<file path="config.mk">
export PLATFORM = sky130hd
export DESIGN_NAME = digit_sequencer
export DESIGN_NICKNAME = d
export VERILOG_FILES = /design/src/rtl/digit_seq_pkg.sv /design/src/rtl/tick_prescaler.sv /design/src/rtl/digit_sequencer.sv
export SDC_FILE = /design/constraint.sdc
export NUM_CORES = 1
export LEC_CHECK = 0
export BUFFER_PORTS_ARGS = -buffer_cell sky130_fd_sc_hd__buf_2
export CORE_MARGIN = 10
export CORE_UTILIZATION = 56
export CTS_BUF_LIST = sky130_fd_sc_hd__clkbuf_8
export DETAILED_ROUTE_END_ITERATION = 10
export PLACE_DENSITY = 0.88
export SYNTH_ARGS = -nofsm -noshare
export SYNTH_HDL_FRONTEND = slang
export SYNTH_SLANG_ARGS = --single-unit
</file>
<file path="constraint.sdc">
create_clock -name clk -period 3.9 [get_ports clk]
set_input_delay 0 -clock clk [delete_from_list [all_inputs] [get_ports clk]]
set_output_delay 0 -clock clk [all_outputs]
set_load 0.005 [all_outputs]
</file>
<file path="src/rtl/digit_seq_pkg.sv">
// Shared constants and helpers for the programmable digit sequencer and its prescaler.
package digit_seq_pkg;

  localparam logic [19:0] DEFAULT_TABLE = 20'h87212;

  localparam logic FWD = 1'b1;
  localparam logic BWD = 1'b0;

  // Index width for a table of n entries; never narrower than one bit.
  function automatic int idx_width(input int n);
    int w;
    w = $clog2(n);
    if (w < 1) begin
      w = 1;
    end else begin
      w = w;
    end
    return w;
  endfunction

endpackage

</file>
<file path="src/rtl/tick_prescaler.sv">
// Free-running divider producing a one-cycle tick every TICK_DIV enabled cycles.
module tick_prescaler #(
  parameter int TICK_DIV = 50_000_000
) (
  input  logic clk,
  input  logic rst,
  input  logic en,
  output logic tick
);

  localparam int CNT_W = (TICK_DIV > 1) ? $clog2(TICK_DIV) : 1;
  localparam logic [CNT_W-1:0] LAST_C = CNT_W'(TICK_DIV - 1);

  logic [CNT_W-1:0] cnt_r;

  // Count while enabled, restart after the terminal count, park at zero when disabled.
  always_ff @(posedge clk or negedge rst) begin
    if (!rst) begin
      cnt_r <= {CNT_W{1'b0}};
    end else if (!en) begin
      cnt_r <= {CNT_W{1'b0}};
    end else if (cnt_r == LAST_C) begin
      cnt_r <= {CNT_W{1'b0}};
    end else begin
      cnt_r <= cnt_r + CNT_W'(1);
    end
  end

  assign tick = en & (cnt_r == LAST_C);

endmodule

</file>
<file path="src/rtl/digit_sequencer.sv">
// One-hot sequencer walking a rewritable digit table forward or backward with wrap-around,
// advanced by step pulses, the auto-advance tick, or a direct load.
module digit_sequencer
  import digit_seq_pkg::*;
#(
  parameter int                            NUM_DIGITS = 5,
  parameter int                            DIGIT_W    = 4,
  parameter logic [NUM_DIGITS*DIGIT_W-1:0] DIGIT_INIT = DEFAULT_TABLE,
  parameter int                            TICK_DIV   = 50_000_000,
  parameter int                            IDX_W      = idx_width(NUM_DIGITS)
) (
  input  logic               clk,
  input  logic               rst,
  input  logic               dir,
  input  logic               step,
  input  logic               auto_en,
  input  logic               load_en,
  input  logic [IDX_W-1:0]   load_idx,
  input  logic               wr_en,
  input  logic [IDX_W-1:0]   wr_idx,
  input  logic [DIGIT_W-1:0] wr_data,
  output logic [DIGIT_W-1:0] out,
  output logic [IDX_W-1:0]   idx,
  output logic               wrap
);

  localparam logic [IDX_W:0]        NUM_C  = (IDX_W + 1)'(NUM_DIGITS);
  localparam logic [IDX_W-1:0]      LAST_C = IDX_W'(NUM_DIGITS - 1);
  localparam logic [NUM_DIGITS-1:0] ONE_C  = NUM_DIGITS'(1);

  logic [NUM_DIGITS-1:0] state_r;
  logic [IDX_W-1:0]      idx_r;
  logic [DIGIT_W-1:0]    out_r;
  logic                  wrap_r;
  logic [DIGIT_W-1:0]    table_r [NUM_DIGITS];

  logic [IDX_W-1:0]      cur_idx_s;
  logic [IDX_W:0]        hot_cnt_s;
  logic                  legal_s;
  logic                  tick_s;
  logic                  adv_s;
  logic                  load_ok_s;
  logic                  wr_ok_s;
  logic [IDX_W-1:0]      nxt_idx_s;
  logic [NUM_DIGITS-1:0] nxt_state_s;
  logic                  nxt_wrap_s;

  tick_prescaler #(
    .TICK_DIV (TICK_DIV)
  ) u_prescaler (
    .clk  (clk),
    .rst  (rst),
    .en   (auto_en),
    .tick (tick_s)
  );

  // Binary-encode the one-hot state and flag anything that is not exactly one hot.
  always_comb begin
    cur_idx_s = {IDX_W{1'b0}};
    hot_cnt_s = {(IDX_W + 1){1'b0}};
    for (int i = 0; i < NUM_DIGITS; i++) begin
      if (state_r[i]) begin
        cur_idx_s = cur_idx_s | IDX_W'(i);
        hot_cnt_s = hot_cnt_s + (IDX_W + 1)'(1);
      end else begin
        cur_idx_s = cur_idx_s;
      end
    end
    legal_s = (hot_cnt_s == (IDX_W + 1)'(1));
  end

  // Next index: recovery, then load, then advance, else hold.
  always_comb begin
    nxt_idx_s  = cur_idx_s;
    nxt_wrap_s = 1'b0;
    adv_s      = step | (auto_en & tick_s);
    load_ok_s  = load_en & ({1'b0, load_idx} < NUM_C);
    wr_ok_s    = wr_en & ({1'b0, wr_idx} < NUM_C);
    if (!legal_s) begin
      nxt_idx_s = {IDX_W{1'b0}};
    end else if (load_en) begin
      // An out-of-range load still wins priority, so it also swallows any advance.
      if (load_ok_s) begin
        nxt_idx_s = load_idx;
      end else begin
        nxt_idx_s = cur_idx_s;
      end
    end else if (adv_s) begin
      if (dir == FWD) begin
        if (cur_idx_s == LAST_C) begin
          nxt_idx_s  = {IDX_W{1'b0}};
          nxt_wrap_s = 1'b1;
        end else begin
          nxt_idx_s = cur_idx_s + IDX_W'(1);
        end
      end else begin
        if (cur_idx_s == {IDX_W{1'b0}}) begin
          nxt_idx_s  = LAST_C;
          nxt_wrap_s = 1'b1;
        end else begin
          nxt_idx_s = cur_idx_s - IDX_W'(1);
        end
      end
    end else begin
      nxt_idx_s = cur_idx_s;
    end
    nxt_state_s = ONE_C << nxt_idx_s;
  end

  // Sequencer state, index and wrap flag.
  always_ff @(posedge clk or negedge rst) begin
    if (!rst) begin
      state_r <= ONE_C;
      idx_r   <= {IDX_W{1'b0}};
      wrap_r  <= 1'b0;
    end else begin
      state_r <= nxt_state_s;
      idx_r   <= nxt_idx_s;
      wrap_r  <= nxt_wrap_s;
    end
  end

  // Digit table with run-time rewrite.
  always_ff @(posedge clk or negedge rst) begin
    if (!rst) begin
      for (int i = 0; i < NUM_DIGITS; i++) begin
        table_r[i] <= DIGIT_INIT[i*DIGIT_W +: DIGIT_W];
      end
    end else begin
      for (int i = 0; i < NUM_DIGITS; i++) begin
        if (wr_ok_s && (wr_idx == IDX_W'(i))) begin
          table_r[i] <= wr_data;
        end else begin
          table_r[i] <= table_r[i];
        end
      end
    end
  end

  // Output digit tracks the post-edge table at the post-edge index, bypassing a same-cycle write.
  always_ff @(posedge clk or negedge rst) begin
    if (!rst) begin
      out_r <= DIGIT_INIT[DIGIT_W-1:0];
    end else if (wr_ok_s && (wr_idx == nxt_idx_s)) begin
      out_r <= wr_data;
    end else begin
      out_r <= table_r[nxt_idx_s];
    end
  end

  assign out  = out_r;
  assign idx  = idx_r;
  assign wrap = wrap_r;

endmodule

</file>
==> flow_summary.ini <==
[power]
vdd_drop_max_v = 0.000328
switchingPower_w = 0.000814
power.leakage_nw = 1.68
pwr_density_cell_mw_per_mm2 = 626
combPwrFrac_pct = 43.6
clockPowerShare_pct = 22.5
p_int_w = 0.00154
power.share.sequential_pct = 33.9
p_sw_share_pct = 34.5
p_total_w = 0.00236

[detailed_routing]
wl_met1_um = 3000
wl_met2_um = 3630
wire_per_inst_um = 16.7
initialDrtViolationCount = 156
antenna_left = 0
vias = 2448
routed_via_density = 5.68
highest_layer = met4
routed-wl-met3_um = 325
dr.pass1.iters = 4
wl_um = 7190
drc = 0

[synthesis]
avgSynthCellArea_um2 = 10.1
synth_cell_types = 52
synth.largest_area_cell = dfrtp_1
synth_cells = 313
async_flop_share_pct = 100
synth_warnings = 0
netlist.area_leader.share_pct = 39.6
yosys_register_bits = 59
yosys-top-cells-area = dfrtp_1 (40%), mux2_2 (8.9%), dfstp_2 (7.5%)
yosys-top-cells-count = dfrtp_1 (50), nor2_1 (37), nand2_1 (31)
synth.yosys.seq_area_share_pct = 47.1
synth_most_common_cell = dfrtp_1
synth_edf_count = 0
synth_flop_cell = dfrtp_1
syn_area_mm2 = 0.00316
synth_nets = 338

[placement]
place_area_mm2 = 0.00339
gp_congestion = 0.874
port_buffers = 24
dpl.hpwl_um = 4890

[sta]
worst_pin_slew_ns = 0.808
fin_crit_sh_pct = 96.8
slew_viol_final = 0
skew_ns = 0.00497
slew_headroom_pct = 46.0
max_freq_ghz = 0.265
holdWs_ns = 0.0992
final_hold_viol_count = 0
setup_viol = 0
fin_crit_ns = 3.78

[clocking]
clock_latency_ns = 0.34
cts_buffers = 9
clock-root-buffer = clkbuf_8
cts_htree_levels = 3
cts_tree = built
clkSinkCount = 59
clk_pin_slew_ns = 0.06
clockBufferDepth = 2

[floorplanning]
ios = 25
start_util_pct = 57.4
row_count = 27
coreArea_mm2 = 0.00551
die_area_mm2 = 0.00905
die_y_um = 95.1
die_w_um = 95.1

[global_routing]
grt_max_degree = 60
overflow = 0
track_usage_pct = 16.2
grt_pass1_wl_um = 11400
antenna_found_initial = 0
grt_pass1_vias = 2496

[final_layout]
nNetsFinal = 379
n_antenna_cell = 0
design_area_mm2 = 0.00376
layout-drive-gt1-share_pct = 29.8
filler_cell_count = 392
syn2layout_area_growth_pct = 19.1

[setup_path]
r2r_setup_slack_ns = 0.12
startpoint = state_r[0]
arrival_ns = 4.00
path_common_cell = ha_4
cp.required_ns = 4.13
max_stage_delay_ns = 0.53
worstPathCellList = inv_1 > ha_4 > xnor2_4 > inv_2 > ha_4 > mux2_2 > ha_4 > nor2b_4 > a21oi_2 > a221oi_4 > o2111ai_2 > o21ai_1 > a31oi_1 > nor3_2 > buf_4 > mux2_2
crit_cells = 16
critical_path.max_fanout = 4
cp-endpoint = out[2]
cpMaxStageDelayCell = dfstp_2
crit_path_end_kind = register
r2r_end = out[2]
start_kind = register
critical_path.top_delay_family = compound AO/OA/AOI/OAI gates
critPathBufInv = 3
r2r_cells = 16
crit_type = register to register
r2r-start = state_r[0]

[min_path]
hold_class = input port to register
worstHoldStart = dir

[run]
drv_cap = 0

[run_status]
status = finished, final reports clean
per-layer routing:
| layer | up-vias | GRT usage (%) |
|---|---|---|
| li1 | 1172 | - |
| met1 | 1194 | 18.6 |
| met2 | 64 | 26.9 |
| met3 | 18 | 3.38 |
| met4 | 0 | 10.1 |
| met5 | - | 0 |
repair_timing:
item | 4_1_cts | 5_1_grt
endpoints found under the hold margin | 75 | 0
hold buffers | 7 | 0
endpoints found under the setup margin | 4 | 4
setup buffers | 0 | 1
pin swaps | 1 | 10
gates resized for setup | 3 | 15
state kept, by name, summed over array words and instances (netlist names):
| name | cells |
|---|---|
| table_r | 20 |
| out | 4 |
| idx | 3 |
| wrap | 1 |
| state_r | 5 |
| u_prescaler.cnt_r | 26 |
worst min-delay path, stage by stage:
cell,delay [ns]
buf_2,0.14
xnor2_1,0.08
nand2_1,0.11
nor4b_1,0.07
area by class of cell:
type / instances / area (µm²) / share of cell area, %
Clock buffer: 10 / 138 / 3.66
Sequential cell: 59 / 1490 / 39.5
Clock inverter: 6 / 50.0 / 1.33
Inverter: 16 / 63.8 / 1.70
Timing Repair Buffer: 40 / 258 / 6.85
Multi-Input combinational cell: 228 / 1680 / 44.5
Tap cell: 72 / 90.1 / 2.39
worst min-delay path by stage:
stage	cells past startpoint	to	slack, ns
finish	4	wrap	0.1
global route	4	wrap	0.14
CTS	4	wrap	0.08
detailed placement	2	u_prescaler.cnt_r[11]	0.19
global placement	2	u_prescaler.cnt_r[11]	0.18
floorplan	0	idx[0]	-0.30
power by group through the flow:
stage	logic [W]	registers, W	clock network, W
5_1_grt	0.00112	0.000808	0.000564
3_5_place_dp	0.000816	0.000804	0
2_1_floorplan	0.000599	0.000781	0
6_report	0.00103	0.000799	0.000530
3_3_place_gp	0.000772	0.000798	0
4_1_cts	0.000854	0.000795	0.000539
placed cells by master, fill, tap and decap left out, types with 2 or more instances in the layout:
master	count
dfrtp_1	50
nor2_1	37
nand2_1	31
mux2_2	25
buf_2	24
inv_1	18
a21oi_1	18
xor2_1	14
clkbuf_8	10
nand3_1	9
dfstp_2	9
buf_4	9
nand4_1	8
o21ai_0	8
xnor2_1	8
dlygate4sd3_1	7
nor3_1	6
or3_1	5
ha_1	5
a211o_1	4
o21ai_1	3
ha_4	3
and3_1	2
a21o_1	2
nand2b_1	2
o211ai_1	2
nor3_2	2
nor3b_1	2
through the flow:
step	TNS, ns	utilization, %	cells	setup WS (ns)
global route	-0.0530	68.3	431	-0.0207
CTS	0	66.6	430	0.0361
finish	0	68.3	431	0.123
detailed placement	-0.334	61.6	407	-0.102
floorplan	0	-	313	0.0261
global placement	0	61.6	407	0.0481
kinds of logic after synthesis:
| group | after synthesis | synth area share, % |
|---|---|---|
| AND/OR/NAND/NOR | 122 | 19.6 |
| flip-flops | 59 | 47.1 |
| multiplexers | 28 | 10.0 |
| AO/OA/AOI/OAI | 46 | 9.35 |
| buffers and inverters | 26 | 3.68 |
| adder cells (fa/ha/maj) | 8 | 3.17 |
| XOR/XNOR | 24 | 7.09 |
Power figures use the tool's default switching activity.
